**config.mk**
```make
export PLATFORM = sky130hd
export DESIGN_NAME = restoring_div_32_bit
export DESIGN_NICKNAME = d
export VERILOG_FILES = /design/src/rtl/kgp_div_pkg.sv /design/src/rtl/cla_32_bit.sv /design/src/rtl/restoring_div_32_bit.sv
export SDC_FILE = /design/constraint.sdc
export NUM_CORES = 1
export LEC_CHECK = 0
export BUFFER_PORTS_ARGS = -buffer_cell sky130_fd_sc_hd__buf_2
export CAP_MARGIN = 20
export CORE_ASPECT_RATIO = 1.1
export CORE_MARGIN = 2
export CORE_UTILIZATION = 57
export DETAILED_ROUTE_END_ITERATION = 8
export PLACE_DENSITY = 0.89
export RECOVER_POWER = 50
export REMOVE_ABC_BUFFERS = 1
export SLEW_MARGIN = 10
export SYNTH_ARGS = -nofsm -noshare
export SYNTH_HDL_FRONTEND = slang
export SYNTH_SLANG_ARGS = --single-unit
```
**constraint.sdc**
```tcl
create_clock -name clk -period 4 [get_ports clk]
set_input_delay 0.2 -clock clk [delete_from_list [all_inputs] [get_ports clk]]
set_output_delay 0.2 -clock clk [all_outputs]
set_load 0.02 [all_outputs]
```
**src/rtl/kgp_div_pkg.sv**
```systemverilog
// Shared types and constants for the 32-bit restoring divider.
// Holds the FSM state encoding plus width/step constants and a negate helper.
package kgp_div_pkg;

  localparam int DIV_W     = 32;
  localparam int CNT_W     = 6;
  localparam int DIV_STEPS = 32;

  typedef enum logic [1:0] {
    IDLE = 2'd0,
    RUN  = 2'd1,
    DONE = 2'd2
  } div_state_e;

  function automatic logic [DIV_W-1:0] cond_neg(
    input logic [DIV_W-1:0] v,
    input logic             neg
  );
    return neg ? (~v + DIV_W'(1)) : v;
  endfunction

endpackage

```
**src/rtl/cla_32_bit.sv**
```systemverilog
// 32-bit carry-lookahead adder built from eight 4-bit lookahead groups.
// Group carries ripple between groups; bit carries inside a group are flat.
module cla_32_bit (
  input  logic [31:0] a,
  input  logic [31:0] b,
  input  logic        cin,
  output logic [31:0] sum,
  output logic        cout
);

  logic [31:0] g;
  logic [31:0] p;
  logic [32:0] c;

  assign g = a & b;
  assign p = a ^ b;

  // Per-group lookahead: internal carries and group carry-out from group cin
  always_comb begin
    c    = '0;
    c[0] = cin;
    for (int gi = 0; gi < 8; gi++) begin
      int  k;
      logic gg;
      logic gp;
      k = gi * 4;
      c[k+1] = g[k]
             | (p[k] & c[k]);
      c[k+2] = g[k+1]
             | (p[k+1] & g[k])
             | (p[k+1] & p[k] & c[k]);
      c[k+3] = g[k+2]
             | (p[k+2] & g[k+1])
             | (p[k+2] & p[k+1] & g[k])
             | (p[k+2] & p[k+1] & p[k] & c[k]);
      gg = g[k+3]
         | (p[k+3] & g[k+2])
         | (p[k+3] & p[k+2] & g[k+1])
         | (p[k+3] & p[k+2] & p[k+1] & g[k]);
      gp = p[k+3] & p[k+2] & p[k+1] & p[k];
      c[k+4] = gg | (gp & c[k]);
    end
  end

  assign sum  = p ^ c[31:0];
  assign cout = c[32];

endmodule

```
**src/rtl/restoring_div_32_bit.sv**
```systemverilog
// 32-bit restoring divider, one quotient bit per cycle over 32 RUN cycles.
// Define DIV_SIGNED_EN to add the is_signed input for two's-complement division.
module restoring_div_32_bit
  import kgp_div_pkg::*;
(
  input  logic             clk,
  input  logic             rst_n,
  input  logic             start,
`ifdef DIV_SIGNED_EN
  input  logic             is_signed,
`endif
  input  logic [DIV_W-1:0] dividend,
  input  logic [DIV_W-1:0] divisor,
  output logic [DIV_W-1:0] quotient,
  output logic [DIV_W-1:0] remainder,
  output logic             busy,
  output logic             done,
  output logic             div_by_zero
);

  div_state_e       state;
  div_state_e       state_nx;
  logic [CNT_W-1:0] cnt;
  logic [DIV_W-1:0] dvd;
  logic [DIV_W-1:0] dvs;
  logic [DIV_W-1:0] dvd_org;
  logic [DIV_W-1:0] prem;

  logic [DIV_W:0]   rem_sh;
  logic [DIV_W-1:0] diff;
  logic             cout;
  logic             borrow;
  logic [DIV_W-1:0] prem_nx;
  logic [DIV_W-1:0] dvd_nx;

  logic             accept;
  logic             step;
  logic             zero_dvs;
  logic             last_step;

  logic [DIV_W-1:0] a_mag;
  logic [DIV_W-1:0] b_mag;
  logic [DIV_W-1:0] q_fix;
  logic [DIV_W-1:0] r_fix;

`ifdef DIV_SIGNED_EN
  logic q_neg;
  logic r_neg;
  logic q_neg_in;
  logic r_neg_in;
`endif

  assign accept    = (state == IDLE) & start;
  assign zero_dvs  = (dvs == '0);
  assign step      = (state == RUN) & ~zero_dvs;
  assign last_step = (cnt == CNT_W'(DIV_STEPS - 1));

  assign busy = (state != IDLE);
  assign done = (state == DONE);

  // Operand magnitudes and sign bookkeeping at capture time
`ifdef DIV_SIGNED_EN
  always_comb begin
    q_neg_in = is_signed & (dividend[DIV_W-1] ^ divisor[DIV_W-1]);
    r_neg_in = is_signed & dividend[DIV_W-1];
    a_mag    = cond_neg(dividend, is_signed & dividend[DIV_W-1]);
    b_mag    = cond_neg(divisor, is_signed & divisor[DIV_W-1]);
  end
`else
  always_comb begin
    a_mag = dividend;
    b_mag = divisor;
  end
`endif

  // One restoring step: shift, trial subtract, keep or restore
  always_comb begin
    rem_sh  = {prem, dvd[DIV_W-1]};
    borrow  = ~cout & ~rem_sh[DIV_W];
    prem_nx = borrow ? rem_sh[DIV_W-1:0] : diff;
    dvd_nx  = {dvd[DIV_W-2:0], ~borrow};
  end

  cla_32_bit u_cla (
    .a    (rem_sh[DIV_W-1:0]),
    .b    (~dvs),
    .cin  (1'b1),
    .sum  (diff),
    .cout (cout)
  );

  // Sign correction of the final step result
`ifdef DIV_SIGNED_EN
  always_comb begin
    q_fix = cond_neg(dvd_nx, q_neg);
    r_fix = cond_neg(prem_nx, r_neg);
  end
`else
  always_comb begin
    q_fix = dvd_nx;
    r_fix = prem_nx;
  end
`endif

  // Next-state decode
  always_comb begin
    state_nx = state;
    unique case (state)
      IDLE: if (start) state_nx = RUN;
      RUN:  if (zero_dvs || last_step) state_nx = DONE;
      DONE: state_nx = IDLE;
      default: state_nx = IDLE;
    endcase
  end

  // State register
  always_ff @(posedge clk) begin
    if (!rst_n) state <= IDLE;
    else        state <= state_nx;
  end

  // Working registers: capture on accept, shift on each RUN step
  always_ff @(posedge clk) begin
    if (!rst_n) begin
      cnt     <= '0;
      dvd     <= '0;
      dvs     <= '0;
      dvd_org <= '0;
      prem    <= '0;
    end else begin
      unique case (1'b1)
        accept: begin
          cnt     <= '0;
          dvd     <= a_mag;
          dvs     <= b_mag;
          dvd_org <= dividend;
          prem    <= '0;
        end
        step: begin
          cnt  <= cnt + CNT_W'(1);
          dvd  <= dvd_nx;
          prem <= prem_nx;
        end
        default: ;
      endcase
    end
  end

`ifdef DIV_SIGNED_EN
  // Result sign flags latched with the operands
  always_ff @(posedge clk) begin
    if (!rst_n) begin
      q_neg <= 1'b0;
      r_neg <= 1'b0;
    end else if (accept) begin
      q_neg <= q_neg_in;
      r_neg <= r_neg_in;
    end
  end
`endif

  // Visible results change only when entering DONE
  always_ff @(posedge clk) begin
    if (!rst_n) begin
      quotient    <= '0;
      remainder   <= '0;
      div_by_zero <= 1'b0;
    end else begin
      unique case (1'b1)
        accept: div_by_zero <= 1'b0;
        (state == RUN) && zero_dvs: begin
          quotient    <= '1;
          remainder   <= dvd_org;
          div_by_zero <= 1'b1;
        end
        step && last_step: begin
          quotient  <= q_fix;
          remainder <= r_fix;
        end
        default: ;
      endcase
    end
  end

endmodule
```
==> results.yml <==
sta:
  skew_ns: 0.0254
  rsz0062_at_grt: "no"
  holdWs_ns: 0.0200
  fin_crit_ns: 3.49
  slew_violations: 98
  setup_violations: 0
  finalHoldViolations: 0
  slew_headroom: -0.347
  post-route-period-util: 0.873
  fmax_ghz: 0.286
  worst_pin_slew_ns: 2.02
setup_path:
  critPathRequiredTime_ns: 4.36
  crit_arrival_ns: 3.85
  crit_slowest_cell: "o21ai_0"
  crit_path_max_incr_delay_ns: 0.48
  startpoint_type: "register"
  crit_fanout: 5
  crit_chain: "inv_1 -> ha_1 -> nand2_1 -> o21ai_0 -> a22oi_1 -> a21boi_0 -> nor2_1 -> o221a_2 -> fa_1 -> xnor2_1 -> mux2i_1 -> o21ai_0"
  cp_common_cell: "o21ai_0"
  crit_buf_inv: 1
  end_kind: "register"
  worstSetupPathType: "register to register"
  r2r_setup_slack_ns: 0.51
  cp_top_family: "compound AO/OA/AOI/OAI gates"
clock_tree:
  post_cts_buffers: 0
  cts_max_path_buffers: 3
  postCtsHoldBufs: 63
  cts_buffers: 21
  cts_resized: 0
  clkLatencyLatePin_ns: 0.51
  cts_root_buf: "clkbuf_16"
  path_clk_slew_ns: 0.06
  htree_levels: 1
  clock-sinks: 201
  cts_tree: "built"
pwr:
  power_density_mw_per_mm2: 820
  total_power_mw: 9.32
  cellLeakagePower_nw: 4.85
  ir_drop_mv: 0.753
yosys:
  yosys.area.top_type: "dfxtp_1"
  yosysUniqueCellTypes: 59
  synth_area_leaders: "dfxtp_1 43%, nand2_1 8.4%, a21oi_1 4.7%, ha_1 4.5%, nor3_1 3.9%"
  syn_area_mm2: 0.00940
  syn_area_per_cell_um2: 8.31
  synth_top_area_share: 0.428
  synthFlopType: "dfxtp_1"
  yosys-top-cells-count: "210 x nand2_1, 201 x dfxtp_1, 92 x nor2_1"
  ys_ff_latch: 201
  ys_seq_area_frac: 0.428
  ys.warnings.count: 0
  synth_edf_count: 0
  async_flop_share: 0
  postSynthCellCount: 1131
  yosysMostFrequentCell: "nand2_1"
floorplan:
  die_area_mm2: 0.0175
  io_pins: 134
  start_util: 0.579
  dieWidth_um: 126
  row_count: 49
  fp.dieH_um: 139
  core-area_mm2: 0.0162
routing:
  wire_per_inst_um: 16.5
  vias: 8823
  avgViaCountPerCell: 5.87
  ant_nets: 0
  drc: 0
  drtIter0Drc: 701
  wirelength_mm: 24.9
  drt-pass1-iter-count: 5
place:
  dp.cells: 1406
  numPortBuffers: 133
  hpwlAfterDp_mm: 15.4
  gp_congestion: 0.919
finish:
  fin_cells: 1504
  area_growth_pct: 20.9
  drive_gt1_frac: 0.106
  num-fill-cells: 1214
  multiInputGateArea_mm2: 0.00488
  register_area_mm2: 0.00402
  fin_nets: 1396
  utilization: 0.700
  antenna_cells: 0
global_routing:
  grtUsageTotal: 0.272
  grt_pass1_wl_mm: 40.4
  grt_pass1_vias: 8480
  overflow: 0
  antenna_found_initial: 0
  grt_max_degree: 98
outcome:
  outcome: "finished with violations"
  violations: "capacitance limit, slew limit"
job:
  max_cap_violations: 1
min_path:
  min_path_type: "input pin to register"
==> tightest hold or removal path, cell delays in order <==
cell,delay [ns]
buf_2,0.10
nand2_1,0.08
a21oi_1,0.07
==> placed cells by master, fill, tap and decap left out, drive strengths merged, types with 4 or more instances in the layout <==
cell | Yosys | layout
ha | 34 | 34
buf | 18 | 80
nand4 | 7 | 7
mux2i | 34 | 34
inv | 48 | 50
xor2 | 8 | 8
clkbuf | 59 | 98
a21oi | 90 | 90
fa | 7 | 7
nand2 | 210 | 210
nor4 | 10 | 10
nor2b | 26 | 26
nor3 | 74 | 74
a21o | 6 | 6
nor3b | 4 | 4
nor2 | 92 | 92
o21ai | 41 | 41
nand3 | 5 | 5
a211oi | 42 | 42
a311oi | 30 | 30
mux2 | 9 | 9
xnor2 | 12 | 12
dlygate4sd3 | 0 | 63
a22o | 8 | 8
o211a | 10 | 10
nand2b | 4 | 4
dfxtp | 201 | 201
==> metrics by stage <==
stage	setup TNS (ns)	setup WS [ns]	area [um2]
floorplan	-379.76	-4.89	9060
global placement	0	0.862	10200
detailed placement	0	0.742	10200
CTS	0	0.658	11500
global route	0	0.242	11400
finish	0	0.508	11400
==> cells by family (layout without fill, tap and decap cells) <==
| family | Yosys count | in the layout | synth area share |
|---|---|---|---|
| adders and majority gates | 41 | 41 | 0.0602 |
| DFF | 201 | 201 | 0.428 |
| muxes | 43 | 43 | 0.0490 |
| buffers and inverters | 126 | 295 | 0.0562 |
| xor gates and xnor gates | 20 | 20 | 0.0186 |
| and+or+nand+nor | 443 | 443 | 0.205 |
| AOI/OAI and AO/OA | 257 | 257 | 0.183 |
==> area by class of cell <==
class,instances,share of cell area
Clock buffer,30,0.0536
Clock inverter,5,0.00528
Inverter,49,0.0164
Multi-Input combinational cell,804,0.430
Sequential cell,201,0.354
Tap cell,204,0.0225
Timing Repair Buffer,211,0.119
==> final timing paths <==
kind               startpoint         end  cells past startpoint
setup / recovery       dvs[6]    prem[29]                     12
setup reg to reg       dvs[6]    prem[29]                     12
hold reg to reg    dvd_org[1]  dvd_org[1]                      2
hold / removal    divisor[17]     dvs[17]                      3
==> layer usage <==
metal | wire length (um) | vias to the layer above | track usage
met1 | 10400 | 4129 | 0.354
met4 | 771 | 0 | 0.102
met5 | 0 | - | 0
met2 | 12000 | 383 | 0.463
met3 | 1630 | 66 | 0.0336
li1 | - | 4245 | -
==> power breakdown <==
part	leakage [nW]	internal (mW)	switching, mW
combinational	2.88	2.25	2.74
clock	0.327	1.12	0.789
sequential	1.64	2.22	0.193
==> registers in the layout, indices dropped and copies added, names as in the netlist <==
signal / flops
cnt: 6
div_by_zero: 1
dvd: 32
dvd_org: 32
dvs: 32
prem: 32
quotient: 32
remainder: 32
state: 2
Power figures use the tool's default switching activity.
